<file path="config.mk">
export PLATFORM = sky130hd
export DESIGN_NAME = mmio_bus_master
export DESIGN_NICKNAME = d
export VERILOG_FILES = /design/src/rtl/mmio_bus_master.sv
export SDC_FILE = /design/constraint.sdc
export NUM_CORES = 1
export LEC_CHECK = 0
export CORE_AREA = 10 10 108 110
export CTS_BUF_LIST = sky130_fd_sc_hd__clkbuf_4 sky130_fd_sc_hd__clkbuf_8
export DETAILED_ROUTE_END_ITERATION = 6
export DIE_AREA = 0 0 118 120
export PLACE_DENSITY = 0.87
export SKIP_CTS_REPAIR_TIMING = 1
export SKIP_LAST_GASP = 1
export SYNTH_ARGS = -nofsm -noshare
export SYNTH_HDL_FRONTEND = slang
export SYNTH_SLANG_ARGS = --single-unit
</file>
<file path="constraint.sdc">
create_clock -name clk -period 2.3 [get_ports clk]
set_input_delay 0.46 -clock clk [delete_from_list [all_inputs] [get_ports clk]]
set_output_delay 0.46 -clock clk [all_outputs]
set_load 0.01 [all_outputs]
</file>
<file path="src/rtl/mmio_bus_master.sv">
// CPU-to-device MMIO bridge: SETUP/ACCESS/DONE strobe sequencing, address window decode, irq path.
// Optional MMIO_INTR_SYNC_EN: synchronised, sticky, clearable irq instead of a combinational pass-through.
module mmio_bus_master #(
    parameter logic [19:0] BASE_HI = 20'hFFFF2,
    parameter int          WR_WAIT = 1
) (
    input  logic        clk,
    input  logic        reset,
    input  logic        cpu_req,
    input  logic        cpu_we,
    input  logic [31:0] cpu_addr,
    input  logic [31:0] cpu_wdata,
    output logic [31:0] cpu_rdata,
    output logic        cpu_ack,
    output logic        cpu_err,
    output logic        cpu_busy,
    output logic        dev_cs_n,
    output logic        dev_rd_n,
    output logic        dev_wr_n,
    output logic [11:0] dev_addr,
    output logic [31:0] dev_wdata,
    input  logic [31:0] dev_rdata,
    input  logic        dev_intr_n,
    output logic        irq,
    input  logic        irq_clr
);
    typedef enum logic [1:0] {IDLE, SETUP, ACCESS, DONE} state_t;

    localparam logic [3:0] WR_CNT = 4'(WR_WAIT);

    state_t     state;
    logic       we_q;
    logic [3:0] cnt;

    always_ff @(posedge clk) begin
        if (reset) begin
            state     <= IDLE;
            we_q      <= 1'b0;
            cnt       <= 4'd0;
            dev_cs_n  <= 1'b1;
            dev_rd_n  <= 1'b1;
            dev_wr_n  <= 1'b1;
            dev_addr  <= 12'd0;
            dev_wdata <= 32'd0;
            cpu_rdata <= 32'd0;
            cpu_ack   <= 1'b0;
            cpu_err   <= 1'b0;
            cpu_busy  <= 1'b0;
        end else begin
            case (state)
                IDLE: begin
                    if (cpu_req) begin
                        we_q     <= cpu_we;
                        cpu_busy <= 1'b1;
                        if (cpu_addr[31:12] == BASE_HI) begin
                            state     <= SETUP;
                            dev_cs_n  <= 1'b0;
                            dev_addr  <= cpu_addr[11:0];
                            dev_wdata <= cpu_wdata;
                        end else begin
                            // Outside the window: complete immediately, never touch the device.
                            state     <= DONE;
                            cpu_ack   <= 1'b1;
                            cpu_err   <= 1'b1;
                            cpu_rdata <= 32'd0;
                        end
                    end
                end
                SETUP: begin
                    state <= ACCESS;
                    cnt   <= WR_CNT;
                    if (we_q) dev_wr_n <= 1'b0;
                    else      dev_rd_n <= 1'b0;
                end
                ACCESS: begin
                    if (!we_q) begin
                        // Capture on the same edge the device sees the read, so read-to-clear is safe.
                        cpu_rdata <= dev_rdata;
                        dev_rd_n  <= 1'b1;
                        dev_cs_n  <= 1'b1;
                        cpu_ack   <= 1'b1;
                        state     <= DONE;
                    end else if (cnt == 4'd0) begin
                        dev_wr_n <= 1'b1;
                        dev_cs_n <= 1'b1;
                        cpu_ack  <= 1'b1;
                        state    <= DONE;
                    end else begin
                        cnt <= cnt - 4'd1;
                    end
                end
                DONE: begin
                    cpu_ack  <= 1'b0;
                    cpu_err  <= 1'b0;
                    cpu_busy <= 1'b0;
                    state    <= IDLE;
                end
                default: state <= IDLE;
            endcase
        end
    end

`ifdef MMIO_INTR_SYNC_EN
    // [0],[1] synchronise; [2] is the previous synchronised value for falling-edge detect.
    logic [2:0] intr_sync;
    logic       irq_q;

    always_ff @(posedge clk) begin
        if (reset) begin
            intr_sync <= 3'b111;
            irq_q     <= 1'b0;
        end else begin
            intr_sync <= {intr_sync[1:0], dev_intr_n};
            if (intr_sync[2] && !intr_sync[1]) irq_q <= 1'b1;
            else if (irq_clr)                  irq_q <= 1'b0;
        end
    end

    assign irq = irq_q;
`else
    logic unused_irq_clr;
    assign unused_irq_clr = irq_clr;
    assign irq = ~dev_intr_n;
`endif
endmodule
</file>
==> results.sh <==
export IMPL_status="completed"
export IMPL_power_density_nw_per_um2=705.0
export IMPL_cpMaxStageDelayCell="or4_2"
export IMPL_cts_tree="done"
export IMPL_drtAntennaViolNets=0
export IMPL_die_h_um=120
export IMPL_postSynthCellCount=427
export IMPL_rows=36
export IMPL_hold_viol=0
export IMPL_cp_start_kind="input pin"
export IMPL_synthTopCellsByArea="dfxtp_1 (44%), o31ai_2 (12%), nand4_1 (7.6%)"
export IMPL_grt_usage_pct=18.03
export IMPL_setup_viol=0
export IMPL_grt_use_met3_pct=8.720
export IMPL_met2_usage_pct=30.70
export IMPL_clk_pin_slew_ns=0.09
export IMPL_clockBufferDepth=2
export IMPL_numPortBuffers=183
export IMPL_gr_usage_met1_pct=19.79
export IMPL_period_share_pct=94.96
export IMPL_die_x_um=118
export IMPL_fin_ws_ns=0.1159
export IMPL_multi_input_area_sq_um=1994
export IMPL_crit_chain="clkdlybuf4s50_1, nand4bb_1, or4_2, buf_12, o31ai_1, a21oi_1"
export IMPL_firstDrtPassIters=4
export IMPL_netlist_area_leader_share_pct=44.32
export IMPL_diodes=0
export IMPL_seq_area_frac_synth_pct=44.32
export IMPL_synth_flop_cell="dfxtp_1"
export IMPL_place_ws_ns=-0.2514
export IMPL_synth_nets=535
export IMPL_grt_busiest_layer="met2"
export IMPL_async_reset_ff_share_pct=0
export IMPL_numCtsBuffers=9
export IMPL_numClockSinks=89
export IMPL_n_fill_cell=763
export IMPL_fmaxAchievable_mhz=457.9
export IMPL_synth_cell_types=38
export IMPL_drtIter0Drc=210
export IMPL_start_util_pct=42.10
export IMPL_worst_slew_pin_slew_ns=0.5379
export IMPL_antenna_found_initial=0
export IMPL_dp_hpwl_um=10070
export IMPL_routabilityCongestion=0.7990
export IMPL_seqCellArea_sq_um=1782
export IMPL_synth_seq_cells=89
export IMPL_routedWlPerCell_um=18.26
export IMPL_die_area_sq_um=14160
export IMPL_crit_type="in2reg"
export IMPL_yosysTopAreaCell="dfxtp_1"
export IMPL_leakage_nw=1.999
export IMPL_syn_cell_area_sq_um=4020
export IMPL_cp_arrival_ns=2.39
export IMPL_avgSynthCellArea_sq_um=9.415
export IMPL_vdd_drop_max_mv=0.4367
export IMPL_ys_warnings_count=0
export IMPL_htreeDepth=3
export IMPL_finalPower_mw=4.399
export IMPL_synth_edff_count=0
export IMPL_relSlewSlack_pct=64.14
export IMPL_fin_nets=703
export IMPL_cap_violations=0
export IMPL_slew_violations=0
export IMPL_via_count=4057
export IMPL_layout_drive_gt1_share_pct=14.67
export IMPL_synth_common_cells="dfxtp_1 (89), a21oi_1 (50), nand4_1 (49)"
export IMPL_tns_ns=0
export IMPL_finClkSkew_ns=0.01513
export IMPL_crit_family="simple AND/OR/NAND/NOR gates"
export IMPL_path_max_fanout=45
export IMPL_drc=0
export IMPL_grt_overflow=0
export IMPL_required_ns=2.51
export IMPL_grt_max_degree=53
export IMPL_path_buf_inv=2
export IMPL_core_sq_um=9549
export IMPL_grt_pass1_vias=4207
export IMPL_wirelength_um=13390
export IMPL_cp_end_kind="register"
export IMPL_holdCritPathClass="reg2reg"
export IMPL_cpPeakStageDelay_ns=0.70
export IMPL_root_buffer="clkbuf_8"
export IMPL_yosysMostFrequentCell="dfxtp_1"
export IMPL_worstSkewPairLatency_ns=0.36
export IMPL_area_growth_pct=55.21
export IMPL_rsz0062_at_grt="no"
export IMPL_grt_pass1_wl_um=21390
export IMPL_ios=185
export IMPL_routed_via_density=5.535
export IMPL_final_min_clock_period_ns=2.184
==> worst register-to-register path: stages, from the launching register on <==
cell and delay [ns]:
dfxtp_1 0.36, inv_1 0.10, ha_1 0.41, nand2b_1 0.12, or3_1 0.34, a31oi_2 0.23
buf_12 0.23, o2bb2ai_1 0.15
==> cell families after synthesis <==
group,Yosys count,synth area share [%]
compound gates,147,30.19
mux,1,0.2490
buf+inv,60,6.723
simple gates,124,16.65
flops,89,44.32
fa+ha+maj,6,1.867
==> registers in the layout, summed over array words and instances (netlist names) <==
signal and flops:
dev_addr 12, cpu_rdata 32, dev_cs_n 1, dev_rd_n 1, cpu_busy 1, cpu_ack 1, cpu_err 1, dev_wr_n 1
dev_wdata 32, state 2, cnt 4, we_q 1
==> layout by cell type, fill, tap and decap left out, types with 2 or more instances in the layout <==
cell type,count
a31oi_2,2
buf_4,18
nor2_1,5
clkbuf_8,9
a31oi_1,3
o21ai_0,4
a311oi_1,2
inv_1,10
clkdlybuf4s50_1,182
a21oi_1,50
o2bb2ai_1,32
nor3_1,3
dfxtp_1,89
o31ai_2,40
buf_12,6
ha_1,6
nand4bb_1,2
nand4_1,49
clkinvlp_4,3
nand2_1,43
nand3_1,6
inv_6,2
o31ai_1,5
nand2b_1,3
o32ai_1,3
nor2b_1,2
or3_1,2
==> layout make-up <==
class	instances	share of cell area (%)
sequential	89	28.55
timing repair buffer	207	33.37
clock buffer	9	1.985
multi-input combinational	278	31.96
tap	133	2.667
clock inverter	7	0.8622
inverter	10	0.6016
==> per-layer routing <==
metal  share of wire [%]  wire length (um)  vias to the layer above
met2                  49              6580                      155
met1                  39              5194                     1941
met5                   0                 0                        -
met3                  11              1521                       10
met4                0.66                89                        0
li1                    -                 -                     1951
==> worst paths after layout <==
check                      from             to  slack, ns  depth (start not counted)
setup / recovery   cpu_addr[15]  dev_wdata[26]       0.12                          6
hold / removal    cpu_rdata[23]  cpu_rdata[23]       0.45                          2
setup reg to reg       state[0]  cpu_rdata[19]       0.30                          7
hold reg to reg   cpu_rdata[23]  cpu_rdata[23]       0.45                          2
==> stage by stage <==
stage	instances	util, %	cell area (sq um)	hold WS, ns
floorplan	427	-	4020	0.4735
finish	733	65.34	6240	0.4520
global placement	717	63.48	6062	0.4343
detailed placement	717	63.48	6062	0.4414
global route	733	65.34	6240	0.4662
CTS	733	65.34	6240	0.4544
==> where the power goes <==
part | switching [mW] | total (mW) | internal (mW)
Sequential | 0.0998 | 1.80 | 1.70
Combinational | 0.899 | 1.62 | 0.724
Clock | 0.576 | 0.975 | 0.400
Total | 1.57 | 4.40 | 2.82
Note: power is estimated with default switching activity, not from simulation.
